File: src/rtl/weight_rom_sequencer.sv
// Streams OUT_DEPTH ROM words per pass, num_passes times, through a small skid FIFO with ready/valid.
// Optional `WEIGHT_SEQ_CONTINUOUS_EN: num_passes=0 streams forever until abort/rst.
module weight_rom_sequencer #(
  parameter int DATA_WIDTH   = 8,
  parameter int OUT_DEPTH    = 32,
  parameter int ADDR_WIDTH   = $clog2(OUT_DEPTH + 1),
  parameter int READ_LATENCY = 2
) (
  input  logic                  clk,
  input  logic                  rst,
  input  logic                  start,
  input  logic                  abort,
  input  logic [15:0]           num_passes,
  output logic                  busy,
  output logic                  done,
  output logic [ADDR_WIDTH-1:0] rom_addr,
  output logic                  rom_ce,
  input  logic [DATA_WIDTH-1:0] rom_q,
  output logic [DATA_WIDTH-1:0] data_out,
  output logic                  data_out_valid,
  input  logic                  data_out_ready,
  output logic                  data_out_last
);

  localparam int DEPTH = READ_LATENCY + 1;
  localparam int PW    = $clog2(DEPTH);
  localparam int CW    = $clog2(DEPTH + 1);
  localparam int OW    = 8;

  typedef enum logic [1:0] {S_IDLE, S_STREAM, S_DRAIN} state_e;

  state_e                  state_q;
  logic [15:0]             passes_q, pass_cnt_q;
  logic [ADDR_WIDTH-1:0]   addr_q;
  logic [READ_LATENCY-1:0] ifv_q, ifl_q, ifv_d, ifl_d;
  logic [DATA_WIDTH-1:0]   fifo_data_q [DEPTH];
  logic [DEPTH-1:0]        fifo_last_q;
  logic [PW-1:0]           wr_ptr_q, rd_ptr_q;
  logic [CW-1:0]           fifo_cnt_q, fifo_cnt_d;
  logic                    done_q;

  logic          pop, push, issue, addr_end, final_pass;
  logic [OW-1:0] infl_cnt, occupancy;

  function automatic logic [PW-1:0] ptr_next(input logic [PW-1:0] p);
    return (p == PW'(DEPTH - 1)) ? '0 : p + 1'b1;
  endfunction

  assign rom_ce         = 1'b1;
  assign busy           = (state_q != S_IDLE);
  assign done           = done_q;
  assign rom_addr       = addr_q;
  assign data_out_valid = (fifo_cnt_q != '0);
  assign data_out       = data_out_valid ? fifo_data_q[rd_ptr_q] : '0;
  assign data_out_last  = data_out_valid & fifo_last_q[rd_ptr_q];

  assign pop      = data_out_valid & data_out_ready;
  assign push     = ifv_q[READ_LATENCY-1];
  assign addr_end = (addr_q == ADDR_WIDTH'(OUT_DEPTH - 1));

`ifdef WEIGHT_SEQ_CONTINUOUS_EN
  assign final_pass = (passes_q != 16'd0) && (pass_cnt_q == passes_q - 16'd1);
`else
  assign final_pass = (pass_cnt_q == passes_q - 16'd1);
`endif

  always_comb begin
    infl_cnt = '0;
    for (int i = 0; i < READ_LATENCY; i++) infl_cnt = infl_cnt + OW'(ifv_q[i]);
  end

  // Words in the FIFO plus words still in the ROM pipe must never exceed the FIFO depth.
  assign occupancy  = OW'(fifo_cnt_q) + infl_cnt - OW'(pop);
  assign issue      = (state_q == S_STREAM) && !abort && (occupancy < OW'(DEPTH));
  assign ifv_d      = (ifv_q << 1) | READ_LATENCY'(issue);
  assign ifl_d      = (ifl_q << 1) | READ_LATENCY'(issue & addr_end);
  assign fifo_cnt_d = fifo_cnt_q + CW'(push) - CW'(pop);

  always_ff @(posedge clk) begin
    if (push) begin
      fifo_data_q[wr_ptr_q] <= rom_q;
      fifo_last_q[wr_ptr_q] <= ifl_q[READ_LATENCY-1];
    end
  end

  always_ff @(posedge clk) begin
    if (rst || abort) begin
      state_q    <= S_IDLE;
      passes_q   <= '0;
      pass_cnt_q <= '0;
      addr_q     <= '0;
      ifv_q      <= '0;
      ifl_q      <= '0;
      wr_ptr_q   <= '0;
      rd_ptr_q   <= '0;
      fifo_cnt_q <= '0;
      done_q     <= 1'b0;
    end else begin
      done_q     <= 1'b0;
      ifv_q      <= ifv_d;
      ifl_q      <= ifl_d;
      fifo_cnt_q <= fifo_cnt_d;
      if (push) wr_ptr_q <= ptr_next(wr_ptr_q);
      if (pop)  rd_ptr_q <= ptr_next(rd_ptr_q);
      case (state_q)
        S_IDLE: begin
          if (start) begin
            passes_q   <= num_passes;
            pass_cnt_q <= '0;
            addr_q     <= '0;
`ifdef WEIGHT_SEQ_CONTINUOUS_EN
            state_q    <= S_STREAM;
`else
            if (num_passes == 16'd0) done_q  <= 1'b1;
            else                     state_q <= S_STREAM;
`endif
          end
        end
        S_STREAM: begin
          if (issue) begin
            if (addr_end) begin
              addr_q     <= '0;
              pass_cnt_q <= pass_cnt_q + 16'd1;
              if (final_pass) state_q <= S_DRAIN;
            end else begin
              addr_q <= addr_q + 1'b1;
            end
          end
        end
        S_DRAIN: begin
          // Finish on the edge that retires the last word so done follows it directly.
          if (fifo_cnt_d == '0 && ifv_d == '0) begin
            state_q <= S_IDLE;
            done_q  <= 1'b1;
          end
        end
        default: state_q <= S_IDLE;
      endcase
    end
  end

endmodule

File: config.mk
export PLATFORM = sky130hd
export DESIGN_NAME = weight_rom_sequencer
export DESIGN_NICKNAME = d
export VERILOG_FILES = /design/src/rtl/weight_rom_sequencer.sv
export SDC_FILE = /design/constraint.sdc
export NUM_CORES = 1
export LEC_CHECK = 0
export BUFFER_PORTS_ARGS = -buffer_cell sky130_fd_sc_hd__buf_2
export CORE_UTILIZATION = 35
export DETAILED_ROUTE_END_ITERATION = 12
export PLACE_DENSITY = 0.61
export SETUP_SLACK_MARGIN = 0.15
export SKIP_CTS_REPAIR_TIMING = 1
export SLEW_MARGIN = 20
export SYNTH_ARGS = -nofsm -noshare
export SYNTH_HDL_FRONTEND = slang
export SYNTH_SLANG_ARGS = --single-unit
File: constraint.sdc
create_clock -name clk -period 5.2 [get_ports clk]
set_input_delay 1.56 -clock clk [delete_from_list [all_inputs] [get_ports clk]]
set_output_delay 1.56 -clock clk [all_outputs]
set_load 0.02 [all_outputs]
* Word-level counts from Yosys, hierarchy flattened
Memory sizes are Yosys's and may differ from the RTL's. A register that Yosys moved wholly into a read port is not among the register bits.
Cells that the tools add are included.
** Word-level totals
- Memory bits (read-only) :: 0
- RAM bits :: 24
- Memories kept :: 1
- Flip-flop bits (word level) :: 54
- Latch bits :: 0
- Word-level logic and storage cells :: 91
- Output and inout bits :: 19
** Cells by class
- Multiply operators :: 0
- Divide/modulo/power cells :: 0
- Shift operators :: 0
- Reduce and logical (&&, ||, !) cells :: 17
- Mux-type cells :: 31
- Magnitude comparators :: 4
- Equal/unequal tests :: 12
- $add $sub $neg :: 10
- Bitwise operators :: 5
** Memories
- fifo_data_q :: depth 3, width 8, rd ports 1, clocked after Yosys merged registers in 1, wr ports 1, RTL line 36 : logic [DATA_WIDTH-1:0] fifo_data_q [DEPTH];
** Operators by type and width (number)
- $mux 16 :: 3
- $pmux 16 s2 :: 1
- $mux 2 :: 10
- $mux 6 :: 3
- $add 16x1->16 const B :: 1
- $eq 16x16->1 :: 1
- $logic_not 16->1 :: 1
- $sub 16x1->16 const B :: 1
- $ne 2x2->1 const B :: 6
- $pmux 6 s2 :: 1
- $lt 8x2->1 const B :: 1
- $mux 8 :: 1
- $mux 1 :: 7
- $add 6x1->6 const B :: 1
- $eq 2x2->1 const B :: 3
- $eq 6x5->1 const B :: 1
- $logic_not 2->1 :: 3
- $lt 2x3->1 const B :: 2
- $pmux 2 s3 :: 1
- $reduce_and 6->1 :: 1
- $reduce_bool 2->1 :: 3
- $add 2x1->2 const B :: 2
- $logic_and 1x1->1 :: 4
- $or 2x1->2 :: 2
- 17 further kinds :: 19

* Depth between registers and ports, before layout
Gate-level depths: netlist of run 1.
- Depth after elaboration :: 10
- Gate-level depth with buffers :: 14
- Gate-level depth less buffers :: 13

* Worst setup path after synthesis of run 1
Ideal clock, no wire load.
- Kind :: input to register
- From :: in data_out_ready
- To :: reg pass_cnt_q[9]
- Arrival time :: 4.032 ns
- Path buffers :: 0
- Data required time :: 5.072 ns
- Cell stages on the path :: 11
- Path slack :: 1.041 ns
- Cell sequence :: nand2_1 -> inv_1 -> ha_1 -> fa_1 -> fa_1 -> xor2_1 -> a2111o_1 -> o21ai_1 -> nand4_1 -> xor2_1 -> nor2_1
** Between the ends
- Word-level cells in the longest chain between the ends :: 6
** RTL lines
- from (decl) :: RTL line 21 : input logic data_out_ready,
- $and 1x1->1 :: RTL line 57 : assign pop = data_out_valid & data_out_ready;
- via pop :: RTL line 42 : logic pop, push, issue, addr_end, final_pass;
- $sub 3x1->4 :: RTL line 73 : assign occupancy = OW'(fifo_cnt_q) + infl_cnt - OW'(pop);
- $lt 8x2->1 :: RTL line 74 : assign issue = (state_q == S_STREAM) && !abort && (occupancy < OW'(DEPTH));
- $logic_and 1x1->1 :: RTL line 74
- $ne 2x2->1 (no line)
- $reduce_and 4->1 (no line)
- to (signal assigned) :: RTL line 123 : pass_cnt_q <= pass_cnt_q + 16'd1;
- to (decl) :: RTL line 33 : logic [15:0] passes_q, pass_cnt_q;
The timed path passes the listed nets, and every way through them passes these cells.
A chain may end at the register's enable or synchronous reset.

* Final worst setup path of run 1
- From :: in data_out_ready
- To :: reg pass_cnt_q[12]
Same word-level chain as after synthesis.

==> results of run 1 <==
==> logic make-up after synthesis <==
| logic type | share of synthesized area [%] |
|---|---|
| compound gates | 10.2 |
| xor+xnor | 8.94 |
| fa+ha+maj | 3.61 |
| buf+inv | 3.19 |
| flops | 48.3 |
| mux | 2.32 |
| other cells | 0.0967 |
| simple gates | 23.4 |
==> stage by stage <==
step / worst slack, ps / total power [mW] / cells / cell area (um2) / utilization [%]
after floorplan: 1040 / 0.750 / 414 / 3880 / -
after global placement: 521 / 0.781 / 586 / 4230 / 39.0
after detailed placement: 453 / 0.784 / 586 / 4230 / 39.0
after CTS: 817 / 1.29 / 602 / 4460 / 41.1
after global routing: 518 / 1.33 / 602 / 4460 / 41.1
final: 762 / 1.28 / 602 / 4460 / 41.1
==> cell type report <==
type	instances	area, um2
clock inverters	6	77.6
clock buffers	10	149
flip-flops and latches	80	1870
fillers	1090	6380
repair buffers	48	245
inverters	13	48.8
well taps	140	175
multi-input cells	305	1890
==> Yosys cell counts (10+ instances only) <==
cell / number
clkbuf_1: 13
nor4_1: 10
xor2_1: 18
dfxtp_1: 53
nor2_1: 51
nand3_1: 12
a21oi_1: 34
inv_1: 13
nand2_1: 50
edfxtp_1: 27
xnor2_1: 19
==> worst paths after layout <==
path | from | end | cells past startpoint | slack, ps
min reg2reg | ifl_q[0]$_SDFF_PP0_ | ifl_q[1]$_SDFF_PP0_ | 1 | 440
max | data_out_ready | pass_cnt_q[12]$_SDFFE_PP0P_ | 11 | 760
max reg2reg | fifo_cnt_q[1]$_SDFF_PP0_ | pass_cnt_q[12]$_SDFFE_PP0P_ | 13 | 1290
min | ifl_q[0]$_SDFF_PP0_ | ifl_q[1]$_SDFF_PP0_ | 1 | 440
==> power groups by stage <==
stage,Sequential [mW],Combinational [mW],Clock [mW]
detailed placement,0.675,0.110,0
global placement,0.674,0.107,0
global route,0.661,0.121,0.548
CTS,0.660,0.110,0.522
floorplan,0.671,0.0790,0
finish,0.660,0.110,0.510
==> state kept, by name (all words and copies together), names as in the netlist, named ones only <==
name         cells
fifo_data_q     24
wr_ptr_q         2
rom_addr         6
done             1
fifo_cnt_q       2
ifv_q            2
pass_cnt_q      16
fifo_last_q      3
state_q          2
rd_ptr_q         2
passes_q        16
ifl_q            2
==> per-layer routing <==
metal	part of all wire [%]	global-route usage, %	vias to the layer above
met5	0	0	-
met4	0.82	5.68	0
met3	3.0	3.57	4
met2	48	24.8	52
met1	48	18.9	1430
li1	-	-	1544
==> worst max-delay path: cells and delay by family <==
family / cells / cell delay [ps]
buffers and inverters: 2 / 190
AND/OR/NAND/NOR: 2 / 750
AO/OA/AOI/OAI: 4 / 1030
adder cells (fa/ha/maj): 3 / 1190
==> metrics, run 1 <==
register area share after synthesis=48.3%; initial antenna violation count=0; crit end category=flip-flop; crit path cell chain=buf_2 -> nand2_1 -> inv_1 -> ha_1 -> fa_1 -> fa_1 -> o21bai_1 -> a211oi_1 -> a41oi_1 -> or4_1 -> a21oi_1; CTS max path bufs=2; Flop pwr share=51.6%; layout cells sized above 1=16.5%; via count=3030; setup_tns=0 ps; Ys Warns=0; WL per Instance=13.9 um; Cell Area, Synth=0.00388 mm2; Max FO, Critical Path=13; TritonCTS Sinks=80; GPL Wtd Cong=0.832; DR pass1 iterations=4; Max Clk Rate=0.225 GHz; Final Hold Viols=0; H-tree depth=3; final WL=8.37 mm; Max-slew headroom=37.3%; gr ovfl total=0; most common cell after layout, fill and taps aside=dfxtp_1; critical path's largest stage delay=640 ps; Die X=107 um; Setup Crit Path Kind=input pin to flip-flop; leading area contributor after synthesis=dfxtp_1; core box area=0.0108 mm2; top-area cell type share of the netlist area=27.4%; min Tclk post-route=4440 ps; Worst-Skew Late Latency=360 ps; Switching Share=25.4%; I/O Pins=48; count of cell types in the netlist=57; fraction of registers with async set/reset=0%; Clk pwr share=39.8%; Worst EP required=5470 ps; Tcrit/Tclk final=85.3%; Worst Path Arrival=4710 ps; outcome=completed; GRT Total Usage=15.0%; slowest CP cell=or4_1; HPWL Detailed=6.07 mm; Peak VDD IR=0.000101 V; Post-synth EDFFs=27; main area contributors after synthesis=dfxtp_1 27%, edfxtp_1 21%, nor2_1 4.9%; largest net degree at the start of global routing=27; net load switching power=0.325 mW; hold crit path type=flip-flop to flip-flop; Logic pwr share=8.6%; ys flop type=dfxtp_1; crit-path most repeated cell=fa_1; post-DR vias/cell=5.03; clk root buf=clkbuf_8; most frequent cells in the layout=53 x dfxtp_1, 51 x nor2_1, 50 x nand2_1; Leak=1.69 nW; Synth Register Bits=80; Nets=496; Final ANT Viol Nets=0; Max Cap Violations=0; CTS tree=built; TritonCTS Buffers=9; final setup skew=17.1 ps; antenna diode count=0; vias in the first global route=2774; syn_nets=453; internal power=0.955 mW; RSZ-0062 raised after global routing=false; Syn-to-layout area delta=14.9%; crit path launch type=input pin; Slew @ Worst Pin=928 ps; Die Height=107 um; Clock transition at path regs=100 ps; pwr/cell area=287 mW/mm2; Final Max Slew Viols=0; syn avg cell area=9.37 um2; # DRC=0; Cells after Synth=414; Final Setup Violations=0; first-pass GRT wire length=13.2 mm; initial DRC count=145; Initial Utilization=35.8%; WHS=438 ps; IO Port Bufs=46; row cnt=38; die area=0.0115 mm2
No activity file was read; power rests on OpenSTA's default activity.
==> run 2, diff against run 1 <==
--- a/config.mk
+++ b/config.mk
@@ -6,6 +6,7 @@
 export NUM_CORES = 1
 export LEC_CHECK = 0
 export BUFFER_PORTS_ARGS = -buffer_cell sky130_fd_sc_hd__buf_2
+export CORE_MARGIN = 2
 export CORE_UTILIZATION = 35
 export DETAILED_ROUTE_END_ITERATION = 12
 export PLACE_DENSITY = 0.61
==> run 2 against run 1 <==
Against the previous run:
- sequential power is essentially flat
- first-iteration DRC count is 9.0% lower
- largest power group unchanged
- register-to-register slack better by 20 ps
- highest routed layer unchanged
- combinational power barely moved
==> metrics, run 2 (synthesized netlist as in run 1, its figures left out) <==
largest net degree at the start of global routing=27 (unchanged); TritonCTS Buffers=9 (unchanged); most frequent cells in the layout=53 x dfxtp_1, 51 x nor2_1, 50 x nand2_1; via count=3060 (+0.99%); post-placement setup slack=435 ps (-17.0 ps); layout cells sized above 1=16.4% (-0.036 points); Switching Share=25.9% (+0.48 points); Initial Utilization=35.8% (unchanged); CTS tree=built; WHS=437 ps (-0.545 ps); dpl cells=587 (+0.17%); GPL Wtd Cong=0.845 (+1.6%); CTS max path bufs=2 (unchanged); Final Setup Violations=0 (unchanged); H-tree depth=3 (unchanged); Max FO, Critical Path=13 (unchanged); row cnt=38 (unchanged); Layout fillers=1090 (unchanged); outcome=completed; Max Used Layer=met4; final WL=8.37 mm (about the same); max reg flops=24 (unchanged); Final Cell Area=0.00444 mm2 (-0.36%); pwr/cell area=281 mW/mm2 (-2.1%); Die X=109 um (+1.9%); clk root buf=clkbuf_8; post-DR vias/cell=5.07 (+0.82%); WL per Instance=13.9 um (-0.18%); most common cell after layout, fill and taps aside=dfxtp_1; met2 routed WL=4.04 mm (+1.0%); I/O Pins=48 (unchanged); DR pass1 iterations=4 (unchanged); min Tclk post-route=4410 ps (-24.8 ps); Syn-to-layout area delta=14.5%; TritonCTS Sinks=80 (unchanged); met1 wire length=3.81 mm (-5.9%); final setup skew=11.7 ps (-5.38 ps); first-pass GRT wire length=13.7 mm (+3.2%); setup slack after layout=787 ps (+24.8 ps); Worst EP required=5440 ps (-30 ps); Leak=1.69 nW (-0.31%); initial antenna violation count=0 (unchanged); Worst Path Arrival=4650 ps (-60 ps); vias in the first global route=2899 (+4.5%); fin cells=603 (+0.17%); Max Clk Rate=0.227 GHz (+0.56%); Max Cap Violations=0 (unchanged); Tcrit/Tclk final=84.9% (-0.48 points); crit end category=flip-flop; Final ANT Viol Nets=0 (unchanged); Clock transition at path regs=90 ps (about the same); IO Port Bufs=46 (unchanged); Logic pwr share=8.8% (+0.2 points); routed wl met3=352 um (+38%); crit path launch type=input pin; gr ovfl total=0 (unchanged); Peak VDD IR=0.000115 V (+13%); Setup Crit Path Kind=input pin to flip-flop; GRT Total Usage=14.9% (-0.16 points); Final Hold Viols=0 (unchanged); core box area=0.0108 mm2 (unchanged); initial DRC count=132 (-9.0%); Util after Layout=41.0% (-0.15 points); hold crit path type=flip-flop to flip-flop; RSZ-0062 raised after global routing=false; antenna diode count=0 (unchanged); Final Max Slew Viols=0 (unchanged); setup_tns=0 ps (unchanged); net load switching power=0.323 mW (-0.58%); die area=0.0119 mm2 (+3.8%); Reg with most FFs=fifo_data_q; total power=1.25 mW (-2.4%); Clk pwr share=38.3% (-1.5 points); Max-slew headroom=35.4% (-1.9 points); Worst-Skew Late Latency=360 ps (about the same); Die Height=109 um (+1.9%); internal power=0.926 mW (-3.1%); largest registers=fifo_data_q x24, pass_cnt_q x16, passes_q x16; Flop pwr share=52.8% (+1.2 points); Post-DP Area=0.00423 mm2 (about the same); Slew @ Worst Pin=956 ps (+28.1 ps); Nets=497 (+0.20%); # DRC=0 (unchanged); HPWL Detailed=6.25 mm (+3.1%)
-- run 2: cell count changes in the layout (fill, tap and decap cells not counted), sizes merged --
| cell | change |
|---|---|
| clkbuf | -1 |
| buf | +1 |
| inv | +1 |
-- run 2: final timing paths --
check,endpoint,depth (start not counted),slack [ps],startpoint
worst max-delay path,pass_cnt_q[14]$_SDFFE_PP0P_,12,790,data_out_ready
worst min-delay path,ifl_q[1]$_SDFF_PP0_,1,440,ifl_q[0]$_SDFF_PP0_
worst max register to register,pass_cnt_q[14]$_SDFFE_PP0P_,14,1310,fifo_cnt_q[1]$_SDFF_PP0_
worst min register to register,ifl_q[1]$_SDFF_PP0_,1,440,ifl_q[0]$_SDFF_PP0_
-- run 2: worst max-delay path, stage by stage --
cell,delay (ps)
buf_2,100
nand2_1,100
inv_1,90
ha_1,300
fa_1,420
fa_1,500
o21bai_1,90
a211oi_1,270
a41oi_1,460
nor4_1,520
xnor2_1,180
nor2_1,50
-- run 2: area by class of cell --
class / count / area (um2) / share of cell area [%]
inverter: 13 / 48.8 / 1.10
clock buffer: 9 / 124 / 2.79
tap: 140 / 175 / 3.95
clock inverter: 7 / 83.8 / 1.89
sequential: 80 / 1870 / 42.2
timing repair buffer: 49 / 253 / 5.69
multi-input combinational: 305 / 1880 / 42.4
-- run 2: power by group through the flow --
stage / sequential, mW / clock, mW / combinational (mW)
2_1_floorplan: 0.671 / 0 / 0.0790
4_1_cts: 0.660 / 0.494 / 0.111
3_5_place_dp: 0.674 / 0 / 0.110
5_1_grt: 0.661 / 0.519 / 0.123
3_3_place_gp: 0.674 / 0 / 0.108
6_report: 0.660 / 0.479 / 0.110
-- run 2: layer usage --
metal | global-route usage (%) | up-vias
met5 | 0 | -
met4 | 5.70 | 0
met3 | 3.71 | 13
met2 | 25.2 | 48
met1 | 18.1 | 1456
li1 | - | 1543
==> run 3, diff against run 2 <==
--- a/config.mk
+++ b/config.mk
@@ -5,11 +5,12 @@
 export SDC_FILE = /design/constraint.sdc
 export NUM_CORES = 1
 export LEC_CHECK = 0
+export ABC_AREA = 1
 export BUFFER_PORTS_ARGS = -buffer_cell sky130_fd_sc_hd__buf_2
 export CORE_MARGIN = 2
 export CORE_UTILIZATION = 35
 export DETAILED_ROUTE_END_ITERATION = 12
-export PLACE_DENSITY = 0.61
+export PLACE_DENSITY = 0.62
 export SETUP_SLACK_MARGIN = 0.15
 export SKIP_CTS_REPAIR_TIMING = 1
 export SLEW_MARGIN = 20
==> constraint.sdc (replaced) <==
create_clock -name clk -period 3.57 [get_ports clk]
set_input_delay 1.071 -clock clk [delete_from_list [all_inputs] [get_ports clk]]
set_output_delay 1.071 -clock clk [all_outputs]
set_load 0.02 [all_outputs]
==> run 3 against run 2 <==
Against the previous run:
- register-to-register slack got worse by 770 ps
- worst hold slack got worse by 12 ps
- critical path type unchanged
- the run now ends with DRC left
- wire length increased by 11%
- highest routed layer unchanged
- first-iteration DRC count fell by 8.3%
- critical endpoint is now pass_cnt_q[6]$_SDFFE_PP0P_
==> metrics, run 3 <==
outcome=finished, violations left; failing checks=DRC; M2 GR Usage=26.3% (+1.2 points); slowest CP cell=fa_1; TritonCTS Buffers=9 (unchanged); die area=0.0128 mm2 (+7.1%); I/O Pins=48 (unchanged); internal power=1.55 mW (+68%); TritonCTS Sinks=80 (unchanged); clk root buf=clkbuf_16; fin cells=733 (+22%); WHS Path Cells=2 (+1); # DRC=3 (+3); gr ovfl total=0 (unchanged); Setup Crit Path Kind=input pin to flip-flop; row cnt=39 (+2.6%); vias in the first global route=3543 (+22%); antenna diode count=0 (unchanged); Final ANT Viol Nets=0 (unchanged); crit path cell chain=buf_2 -> nand2_4 -> inv_2 -> ha_4 -> fa_2 -> fa_1 -> nor2_1 -> nor2_1 -> nand2_2 -> inv_2 -> nand2_4 -> nand2_8 -> nand2_8 -> nor2_1 -> inv_1 -> o21ai_1 -> nand2_1 -> nor2_1; crit end category=flip-flop; main area contributors after synthesis=dfxtp_1 25%, edfxtp_1 19%, nand2_1 8.4%; Die Height=113 um (+3.5%); setup slack, reg-to-reg=540 ps (-770 ps); register area share after synthesis=44.9% (-3.3 points); critical path's largest stage delay=500 ps (-20 ps); first-pass GRT wire length=16.0 mm (+17%); leading area contributor after synthesis=dfxtp_1; Ys Warns=0 (unchanged); core box area=0.0115 mm2 (+6.2%); Die X=113 um (+3.5%); most common cell after layout, fill and taps aside=nand2_1; Util after Layout=43.0% (+2.1 points); setup slack after layout=372 ps (-415 ps); top-area cell type share of the netlist area=25.5% (-1.9 points); ys flop type=dfxtp_1; hold crit path type=flip-flop to flip-flop; net load switching power=0.550 mW (+70%); Flop pwr share=45.7% (-7.1 points); HP Start=ifl_q[0]$_SDFF_PP0_; WHS=425 ps (-12.4 ps); min Tclk post-route=3200 ps; Final Setup Violations=0 (unchanged); Worst Path Arrival=3480 ps (-1170 ps); dpl cells=717 (+22%); IO Port Bufs=46 (unchanged); Switching Share=26.2% (+0.30 points); Commonest cells post-synth=93 x nand2_1, 71 x nor2_1, 70 x inv_1; Reg-to-Reg End=pass_cnt_q[6]$_SDFFE_PP0P_; post-placement setup slack=-64.1 ps (-500 ps); Max-slew headroom=37.0% (+1.6 points); grt met3 use=5.20% (+1.5 points); Max Clk Rate=0.313 GHz; setup_tns=0 ps (unchanged); Clk pwr share=44.3% (+6.0 points); Final Cell Area=0.00496 mm2 (+12%); GRT Total Usage=15.7% (+0.89 points); fraction of registers with async set/reset=0% (unchanged); Max Cap Violations=0 (unchanged); syn_nets=565 (+25%); Initial Utilization=36.2% (+0.39 points); Final Hold Viols=0 (unchanged); Peak VDD IR=0.000312 V (+170%); GPL Wtd Cong=0.853 (+0.94%); Post-synth EDFFs=27 (unchanged); crit path launch type=input pin; final setup skew=6.73 ps (-4.99 ps); pwr/cell area=424 mW/mm2 (+51%); count of cell types in the netlist=40 (-30%); largest net degree at the start of global routing=29 (+7.4%); Leak=2.16 nW (+28%); Syn-to-layout area delta=19.0%; cells on worst reg2reg path=19 (+5); Max FO, Critical Path=6 (-7); via count=3528 (+15%); RSZ-0062 raised after global routing=false; worst r2r src=fifo_cnt_q[1]$_SDFF_PP0_; largest registers=fifo_data_q x24, pass_cnt_q x16, passes_q x16; Post-DP Area=0.00465 mm2 (+9.9%); Tcrit/Tclk final=89.6%; DR pass1 iterations=8 (+4); Reg with most FFs=fifo_data_q; Nets=624 (+26%); Worst EP required=3850 ps (-1590 ps); CTS tree=built; initial DRC count=121 (-8.3%); Logic pwr share=10.0% (+1.2 points); Synth Register Bits=80 (unchanged); most common cell in the netlist=nand2_1; Clock transition at path regs=60 ps (-30 ps); met1 usage=19.4% (+1.3 points); Cell Area, Synth=0.00417 mm2 (+7.4%); Worst-Skew Late Latency=350 ps (about the same); WL per Instance=12.7 um (-8.3%); Cells after Synth=526 (+27%); layout cells sized above 1=20.0% (+3.6 points); max reg flops=24 (unchanged); GRT busiest layer=met2; final WL=9.33 mm (+11%); crit-path most repeated cell=nor2_1; CTS max path bufs=2 (unchanged); most frequent cells in the layout=92 x nand2_1, 71 x nor2_1, 69 x inv_1; HPWL Detailed=6.98 mm (+12%); Slew @ Worst Pin=942 ps (-14.8 ps); total power=2.10 mW (+68%); H-tree depth=3 (unchanged); initial antenna violation count=0 (unchanged); Hold Path Sink=ifl_q[1]$_SDFF_PP0_; syn avg cell area=7.92 um2 (-15%); Final Max Slew Viols=0 (unchanged); post-DR vias/cell=4.81 (-5.2%)
run 3: cell count changes after synthesis, sizes merged, moves of 6 or more:
cell / delta
nor2b: -6
nand3: +13
xor2: -6
inv: +65
nand2: +51
mux2i: -9
xnor2: -12
clkbuf: -7
mux2: +8
nand4: -6
a21oi: +13
o21ai: +28
nor2: +24
nor3: +10
run 3: kinds of logic after synthesis:
logic type / after synthesis / synth area share (%)
and+or+nand+nor: 231 / 26.2
other: 1 / 0.0900
AOI/OAI and AO/OA: 88 / 11.0
adders and majority gates: 10 / 3.36
xor gates and xnor gates: 19 / 4.00
DFF: 80 / 44.9
buffers and inverters: 89 / 8.26
muxes: 8 / 2.16
run 3: power by group through the flow:
stage	combinational [mW]	clock [mW]	sequential, mW
finish	0.211	0.931	0.961
floorplan	0.149	0	0.979
global route	0.240	0.994	0.962
CTS	0.212	0.953	0.961
global placement	0.204	0	0.981
detailed placement	0.210	0	0.982
run 3: final cells by class:
type	count	area, um2
Clock buffer	10	250
Clock inverter	6	55.1
Fill cell	1164	6560
Inverter	81	318
Multi-Input combinational cell	357	1980
Sequential cell	80	1870
Tap cell	143	179
Timing Repair Buffer	56	305
run 3: worst max path at each step:
stage,start,to,cells after the start
2_1_floorplan,data_out_ready,pass_cnt_q[11]$_SDFFE_PP0P_,17
6_report,data_out_ready,pass_cnt_q[6]$_SDFFE_PP0P_,18
3_3_place_gp,data_out_ready,pass_cnt_q[11]$_SDFFE_PP0P_,18
5_1_grt,data_out_ready,state_q[0]$_SDFFE_PP0P_,17
4_1_cts,data_out_ready,pass_cnt_q[11]$_SDFFE_PP0P_,18
3_5_place_dp,data_out_ready,pass_cnt_q[11]$_SDFFE_PP0P_,18
run 3: worst max-delay path: cells and delay by family:
kind	cells	cell delay [ps]
buffers and inverters	4	320
AND/OR/NAND/NOR	10	850
adder cells (fa/ha/maj)	3	1080
AO/OA/AOI/OAI	1	140
run 3: metal layers:
| layer | vias up | wire, um |
|---|---|---|
| li1 | 1826 | - |
| met1 | 1625 | 4410 |
| met2 | 64 | 4330 |
| met3 | 13 | 473 |
| met4 | 0 | 121 |
| met5 | - | 0 |
